**config.mk**
```make
export PLATFORM = sky130hd
export DESIGN_NAME = regfile_dump_ctrl
export DESIGN_NICKNAME = d
export VERILOG_FILES = /design/src/rtl/regfile_dbg_pkg.sv /design/src/rtl/word_serializer.sv /design/src/rtl/regfile_dump_ctrl.sv
export SDC_FILE = /design/constraint.sdc
export NUM_CORES = 1
export LEC_CHECK = 0
export ABC_AREA = 1
export BUFFER_PORTS_ARGS = -buffer_cell sky130_fd_sc_hd__buf_2
export CAP_MARGIN = 20
export CORE_MARGIN = 1
export CORE_UTILIZATION = 54
export DETAILED_ROUTE_END_ITERATION = 8
export PLACE_DENSITY = 0.88
export SLEW_MARGIN = 10
export SYNTH_ARGS = -nofsm -noshare
export SYNTH_HDL_FRONTEND = slang
export SYNTH_HIERARCHICAL = 1
export SYNTH_SLANG_ARGS = --single-unit
export TNS_END_PERCENT = 1
```
**constraint.sdc**
```tcl
create_clock -name clk -period 2.23 [get_ports clk]
set_input_delay 0.1115 -clock clk [delete_from_list [all_inputs] [get_ports clk]]
set_output_delay 0.1115 -clock clk [all_outputs]
set_load 0.005 [all_outputs]
```
**src/rtl/regfile_dbg_pkg.sv**
```systemverilog
// Shared types and sizes for the register-file dump controller.
package regfile_dbg_pkg;

    localparam int unsigned NUM_REGS_DEFAULT = 32;
    localparam int unsigned BYTES_PER_WORD   = 4;
    localparam int unsigned BYTE_W           = 8;
    localparam int unsigned WORD_W           = BYTES_PER_WORD * BYTE_W;
    localparam int unsigned BYTE_CNT_W       = $clog2(BYTES_PER_WORD);

    typedef enum logic [2:0] {
        IDLE       = 3'd0,
        WAIT_STALL = 3'd1,
        LOAD       = 3'd2,
        SEND       = 3'd3,
        SEND_CSUM  = 3'd4,
        DONE       = 3'd5
    } dump_state_e;

endpackage

```
**src/rtl/word_serializer.sv**
```systemverilog
// Splits one 32-bit word into little-endian bytes and keeps the running XOR checksum.
module word_serializer
    import regfile_dbg_pkg::*;
(
    input  logic              clk,
    input  logic              rst_n,
    input  logic              clr,
    input  logic              load,
    input  logic [WORD_W-1:0] load_data,
    input  logic              byte_xfer,
    input  logic              last_word,
    input  logic              csum_xfer,
    output logic [BYTE_W-1:0] tx_data,
    output logic              last_byte_c
);

    logic [WORD_W-1:0]     shift;
    logic [BYTE_CNT_W-1:0] byte_cnt;
    logic [BYTE_W-1:0]     checksum;

    // Fourth byte of the current word is the one on the bus.
    assign last_byte_c = (byte_cnt == BYTE_CNT_W'(BYTES_PER_WORD - 1));

    // Shift/count/checksum; tx_data always holds the byte being offered next.
    always_ff @(posedge clk or negedge rst_n) begin
        if (!rst_n) begin
            shift    <= '0;
            byte_cnt <= '0;
            checksum <= '0;
            tx_data  <= '0;
        end else if (clr) begin
            checksum <= '0;
            tx_data  <= '0;
        end else if (load) begin
            shift    <= load_data;
            byte_cnt <= '0;
            tx_data  <= load_data[BYTE_W-1:0];
        end else if (byte_xfer) begin
            shift    <= shift >> BYTE_W;
            byte_cnt <= byte_cnt + BYTE_CNT_W'(1);
            checksum <= checksum ^ tx_data;
            if (!last_byte_c) begin
                tx_data <= shift[2*BYTE_W-1:BYTE_W];
            end else if (last_word) begin
                // Present the final checksum, including the byte leaving now.
                tx_data <= checksum ^ tx_data;
            end else begin
                tx_data <= '0;
            end
        end else if (csum_xfer) begin
            tx_data <= '0;
        end
    end

endmodule

```
**src/rtl/regfile_dump_ctrl.sv**
```systemverilog
// Freezes the pipeline, streams every register as bytes plus an XOR checksum, then releases.
module regfile_dump_ctrl
    import regfile_dbg_pkg::*;
#(
    parameter int unsigned NUM_REGS = NUM_REGS_DEFAULT,
    parameter int unsigned ADDR_W   = 5
) (
    input  logic              clk,
    input  logic              reset,
    input  logic              dump_start,
    input  logic [ADDR_W-1:0] pipe_read_addr1,
    output logic [ADDR_W-1:0] rf_read_addr1,
    input  logic [WORD_W-1:0] rf_read_data1,
    output logic              stall_req,
    input  logic              stall_ack,
    output logic [BYTE_W-1:0] tx_data,
    output logic              tx_valid,
    input  logic              tx_ready,
    output logic              busy,
    output logic              done
);

    dump_state_e       state, state_nxt;
    logic [ADDR_W-1:0] reg_idx, reg_idx_nxt;
    logic              busy_nxt, done_nxt, tx_valid_nxt;
    logic              last_reg;
    logic              last_byte_c;
    logic              byte_xfer;
    logic              csum_xfer;

    assign last_reg  = (reg_idx == ADDR_W'(NUM_REGS - 1));
    assign byte_xfer = (state == SEND) && tx_ready;
    assign csum_xfer = (state == SEND_CSUM) && tx_ready;

    // Pipeline owns the read port only while idle.
    assign rf_read_addr1 = (state == IDLE) ? pipe_read_addr1 : reg_idx;

    // Next state, register index and next values of the registered outputs.
    always_comb begin
        state_nxt    = state;
        reg_idx_nxt  = reg_idx;
        case (state)
            IDLE: begin
                reg_idx_nxt = '0;
                if (dump_start) state_nxt = WAIT_STALL;
            end
            WAIT_STALL: begin
                reg_idx_nxt = '0;
                if (stall_ack) state_nxt = LOAD;
            end
            LOAD: state_nxt = SEND;
            SEND: begin
                if (byte_xfer && last_byte_c) begin
                    if (last_reg) begin
                        state_nxt = SEND_CSUM;
                    end else begin
                        reg_idx_nxt = reg_idx + ADDR_W'(1);
                        state_nxt   = LOAD;
                    end
                end
            end
            SEND_CSUM: begin
                if (csum_xfer) state_nxt = DONE;
            end
            DONE: begin
                reg_idx_nxt = '0;
                state_nxt   = IDLE;
            end
            default: begin
                reg_idx_nxt = '0;
                state_nxt   = IDLE;
            end
        endcase
        busy_nxt     = (state_nxt != IDLE);
        done_nxt     = (state_nxt == DONE);
        tx_valid_nxt = (state_nxt == SEND) || (state_nxt == SEND_CSUM);
    end

    // State register; outputs are flopped from the next-state decode.
    always_ff @(posedge clk or negedge reset) begin
        if (!reset) begin
            state     <= IDLE;
            reg_idx   <= '0;
            busy      <= 1'b0;
            stall_req <= 1'b0;
            done      <= 1'b0;
            tx_valid  <= 1'b0;
        end else begin
            state     <= state_nxt;
            reg_idx   <= reg_idx_nxt;
            busy      <= busy_nxt;
            stall_req <= busy_nxt;
            done      <= done_nxt;
            tx_valid  <= tx_valid_nxt;
        end
    end

    word_serializer u_word_serializer (
        .clk         (clk),
        .rst_n       (reset),
        .clr         (state == WAIT_STALL),
        .load        (state == LOAD),
        .load_data   (rf_read_data1),
        .byte_xfer   (byte_xfer),
        .last_word   (last_reg),
        .csum_xfer   (csum_xfer),
        .tx_data     (tx_data),
        .last_byte_c (last_byte_c)
    );

endmodule
```
## After elaboration in Yosys (flattened, before gate mapping)

Index checks and enable logic that the tools add are counted.

- Eq/ne operators: 12
- Mux-type cells: 23
- Bitwise logic cells: 3
- Add/subtract/negate cells: 2
- Reductions and logical operators: 13

Operator list:

| operator | number |
|---|---|
| two-way mux 8 bit | 9 |
| two-way mux 32 bit | 2 |
| two-way mux 3 bit | 5 |
| two-way mux 5 bit | 3 |
| one-hot mux 3 bit (5 select lines) | 1 |
| one-hot mux 5 bit (2 select lines) | 1 |
| == test 3 x 2 -> 1 bit, second input constant | 3 |
| == test 3 bit, second input constant | 3 |
| bitwise XOR 8 bit | 1 |
| adder 5 x 1 -> 5 bit, second input constant | 1 |
| == test 5 bit, second input constant | 1 |
| two-way mux 2 bit | 2 |
| != test 2 x 1 -> 1 bit, second input constant | 2 |
| AND reduction 2 bit | 2 |
| nonzero test 2 bit | 2 |
| nonzero test 4 bit | 1 |
| == test 3 x 1 -> 1 bit, second input constant | 1 |
| logical AND 1 bit | 3 |
| logical NOT 3 bit | 1 |
| AND reduction 3 bit | 1 |
| nonzero test 3 bit | 1 |
| adder 2 x 1 -> 2 bit, second input constant | 1 |
| == test 2 bit, second input constant | 1 |
| != test 2 bit, second input constant | 1 |
| 3 further kinds | 4 |

- Output and inout port bits: 17
- Logic and storage cells: 62
- Register bits after elaboration: 61

## Logic depth before layout (Yosys ltp)

- Depth after elaboration: 7
- Mapped depth: 12

## Cells and area by module

The synthesis kept the hierarchy.

By module, submodules not included:

| module | times used | cells an instance | area each (µm²) |
|---|---|---|---|
| word_serializer | 1 | 286 | 2145.8 |
| regfile_dump_ctrl | 1 | 89 | 670.6 |

## Worst setup path after synthesis

OpenSTA, ideal clock, no wires.

- Path type: register to register
- Start point: reg state[2]
- End point: reg u_word_serializer.checksum[0]
- Path slack: 670 ps
- Data required time: 2099 ps
- Library setup time: 131 ps
- Data arrival time: 1430 ps
- Stages on the path, launching flop included: 7
- Cell sequence: dfrtp_1 > inv_1 > nand3_1 > nor2_1 > inv_2 > o21ai_2 > o22ai_1

- Longest elaborated chain between the ends: 4
- Elaborated cells between the ends (all ways): 8
- Classes of those cells: eq/ne (4); mux (1); reduce/logical (3)

Ends and longest elaborated chain:

| what | RTL line | source |
|---|---|---|
| start, declared | regfile_dump_ctrl.sv:23 | `dump_state_e state, state_nxt;` |
| start signal, assigned | regfile_dump_ctrl.sv:89 | `state <= state_nxt;` |
| == test 3 x 2 -> 1 bit | regfile_dump_ctrl.sv:32 | `assign byte_xfer = (state == SEND) && tx_ready;` |
| logical AND 1 bit | regfile_dump_ctrl.sv:32 |  |
| named net byte_xfer | regfile_dump_ctrl.sv:28 | `logic byte_xfer;` |
| nonzero test 2 bit (no line) | - |  |
| AND reduction 2 bit (no line) | - |  |
| end signal, assigned | word_serializer.sv:41 | `checksum <= checksum ^ tx_data;` |
| end, declared | word_serializer.sv:19 | `logic [BYTE_W-1:0] checksum;` |

The timed path passes the listed nets, and every way through them passes these cells.
A chain may end at the register's enable or synchronous reset.

## Worst setup path after layout

- Start point: reg state[2]
- End point: reg u_word_serializer.shift[9]

- Longest elaborated chain between the ends: 4
- Elaborated cells between the ends (all ways): 8
- Classes of those cells: eq/ne (3); mux (1); bitwise (1); reduce/logical (3)

Ends and longest elaborated chain:

| what | RTL line | source |
|---|---|---|
| == test 3 x 2 -> 1 bit | regfile_dump_ctrl.sv:32 |  |
| logical AND 1 bit | regfile_dump_ctrl.sv:32 |  |
| named net byte_xfer | regfile_dump_ctrl.sv:28 |  |
| nonzero test 2 bit (no line) | - |  |
| AND reduction 2 bit (no line) | - |  |
| end signal, assigned | word_serializer.sv:35 | `shift <= load_data;` |
| end signal, assigned | word_serializer.sv:39 | `shift <= shift >> BYTE_W;` |
| end, declared | word_serializer.sv:17 | `logic [WORD_W-1:0] shift;` |

The timed path passes the listed nets, and every way through them passes these cells.

==> reports/qor.txt <==
final net count: 478
cell with the biggest individual delay on the critical path: dfrtp_1
worst reg2reg setup slack: 0.25 ns
synthesized instance count: 375
clk_lat worst skew: 0.30 ns
LEAKAGE: 1.784 nW
vias in the first global route: 2,327
clock period minus final worst setup slack: 1.985 ns
Max Fanout on Critical Path: 40
total congestion overflow after global routing: 0
Sum Neg Setup Slack: 0 ns
data arrival time of the critical path: 2.20 ns
CTS tree: done
total of warnings raised by yosys: 6
overall track demand over capacity in global routing: 0.2339
series of cell instances along the critical path: inv_1 > nand3_1 > nor2_1 > nor2_2 > nor2_2 > buf_4 > nor2_1 > a21oi_1
average via count per standard cell: 5.076
category of the most critical setup path: reg -> reg
Pwr Density: 1246 nW/um^2
Critical Path RT: 2.45 ns
DR DRC count: 0
CTS H-tree depth: 2
CP endpoint kind: flip-flop
logic depth of the worst register-to-register path: 8
mean post-synth cell area: 7.511 um^2
signed area change from the synthesized netlist to the final layout: 16.53%
GPL Wtd Cong: 0.9177
critical path's largest stage delay: 0.45 ns
Maximum Capacitance Violations: 0
run status: completed
Min-Delay Path Class: in -> reg
count of final setup violators: 0
Die Height: 74.22 um
final clock skew: 0.004212 ns
Ant. Diodes: 0
number of distinct library cell variants in the gate-level netlist after synthesis: 26
width of the die: 74.22 um
clk slew on worst S/H paths: 0.09 ns
number of buffers created by CTS: 5
max-slew headroom at the worst pin: 0.4643
final number of hold-violating endpoints: 0
number of violations reported at the end of detailed-routing iteration 0: 146
Slew @ Worst Pin: 0.8036 ns
final hold slack: 0.04599 ns
ANT nets after route: 0
hold path cells: 3
setup repair after global routing missed its margin: false
half-perimeter wire length of the detailed placement result: 4.139 mm
antenna violations before repair: 0
Avg WL per Cell: 11.69 um
number of core rows: 25
Starting Density: 0.5772
Critical R2R Capture: u_word_serializer/shift[9]
startpoint of the most critical register-to-register path: state[2]
final wirelength: 5.856 mm
sink count of the clock tree: 53
maximum resistive drop on vdd: 0.6390 mV
synthesized netlist net count: 420
post-route design area: 3282 um^2
Max Slew Vio Count: 0
core occupancy in the finished layout: 0.6726
share of final-layout standard cells stronger than drive strength 1: 0.2051
cell area after placement: 3156 um^2
IO buf count: 58
buffer depth of the longest clock path: 2
largest net degree at the start of global routing: 47
maximum frequency from static timing analysis: 503.8 MHz
Cell Area, Synth: 2816 um^2
share of the clock period used by the worst path after layout: 0.8900
total I/O pin count: 59
HP Start: rf_read_data1[27]
Pre-Repair DR Iteration Count: 4
endpoint of the worst hold-timing path: u_word_serializer/shift[27]
total via count after detailed routing: 2,543
Die ar.: 5509 um^2
first-pass GRT wire length: 9.818 mm
startpoint types: flip-flop
count of state elements after synthesis: 53
cells resized by post-CTS repair: 0
root buffer cell: clkbuf_8
sequential element share of the synthesized area: 0.4709
core outline area: 4880 um^2
## worst max path at each step
stage                         from                             to
after floorplan           state[2]  u_word_serializer/checksum[0]
after global placement    state[2]  u_word_serializer/checksum[6]
after detailed placement  state[2]     u_word_serializer/shift[9]
after CTS                 state[2]     u_word_serializer/shift[9]
after global routing      state[2]     u_word_serializer/shift[9]
final                     state[2]     u_word_serializer/shift[9]
## layout by cell type (no fill, tap or decap), drive strengths merged, types with 2 or more instances in the layout
cell	n
nor2	32
o22ai	8
a21oi	17
a31oi	2
dfrtp	53
o21ai	29
clkbuf	7
ha	3
nand2	135
buf	62
inv	51
mux2	4
nand3	25
## worst max-delay path: cells and delay by family, from the launching register on
kind / cells / cell delay [ns]
buf+inv: 2 / 0.46
compound gates: 1 / 0.17
simple gates: 5 / 0.82
flops: 1 / 0.45
## report_power, final
part | internal (mW) | switching, mW
combinational | 0.679 | 1.21
clock | 0.366 | 0.296
sequential | 1.32 | 0.208
## state kept, by name, indices dropped and copies added (netlist names)
signal and count:
busy 1, done 1, reg_idx 5, state 3
tx_valid 1, u_word_serializer/byte_cnt 2, u_word_serializer/checksum 8, u_word_serializer/shift 24
u_word_serializer/tx_data 8
## kinds of logic after synthesis
logic type                 synth area share
AOI/OAI and AO/OA                    0.1053
xor gates and xnor gates           0.003110
adders and majority gates           0.01333
buffers and inverters               0.09551
DFF                                  0.4709
muxes                               0.01599
and+or+nand+nor                      0.2959
## cell type report
class / instances / area, um^2
clock buffers: 7 / 86.33
clock inverters: 1 / 30.03
fillers: 411 / 1598
inverters: 51 / 191.4
multi-input cells: 259 / 1221
flip-flops and latches: 53 / 1326
well taps: 67 / 83.83
repair buffers: 63 / 342.8
## per-stage QoR
stage                     power [mW]  worst slack (ns)  instances
final                          4.088            0.2453        501
after detailed placement       3.416            0.3117        492
after floorplan                2.984            0.6696        375
after global routing           4.469            0.1009        501
after CTS                      4.094            0.2556        501
after global placement         3.319            0.4469        492
## synthesized netlist by cell type (all sizes together)
| library cell | count | area share |
|---|---|---|
| nand2 | 135 | 0.19 |
| o21ai | 29 | 0.053 |
| nor2 | 32 | 0.052 |
| nand4 | 1 | 0.0022 |
| a21oi | 17 | 0.030 |
| a31oi | 2 | 0.0044 |
| nor4 | 1 | 0.0076 |
| buf | 11 | 0.026 |
| xor2 | 1 | 0.0031 |
| nor3b | 1 | 0.0027 |
| inv | 51 | 0.068 |
| ha | 3 | 0.013 |
| mux2 | 4 | 0.016 |
| o22ai | 8 | 0.018 |
| dfrtp | 53 | 0.47 |
| nand3 | 25 | 0.044 |
| clkbuf | 1 | 0.0013 |
## routing by layer
metal	track usage	part of all wire	up-vias
met5	0	0	-
li1	-	-	1293
met3	0.05014	0.054	2
met4	0.09644	0.0050	0
met1	0.3013	0.45	1169
met2	0.3859	0.49	79
## what timing repair did
action	4_1_cts	5_1_grt
hold buffers	1	0
buffers inserted	0	0
hold endpoints to repair	36	0
(Power assumes the default switching activity.)
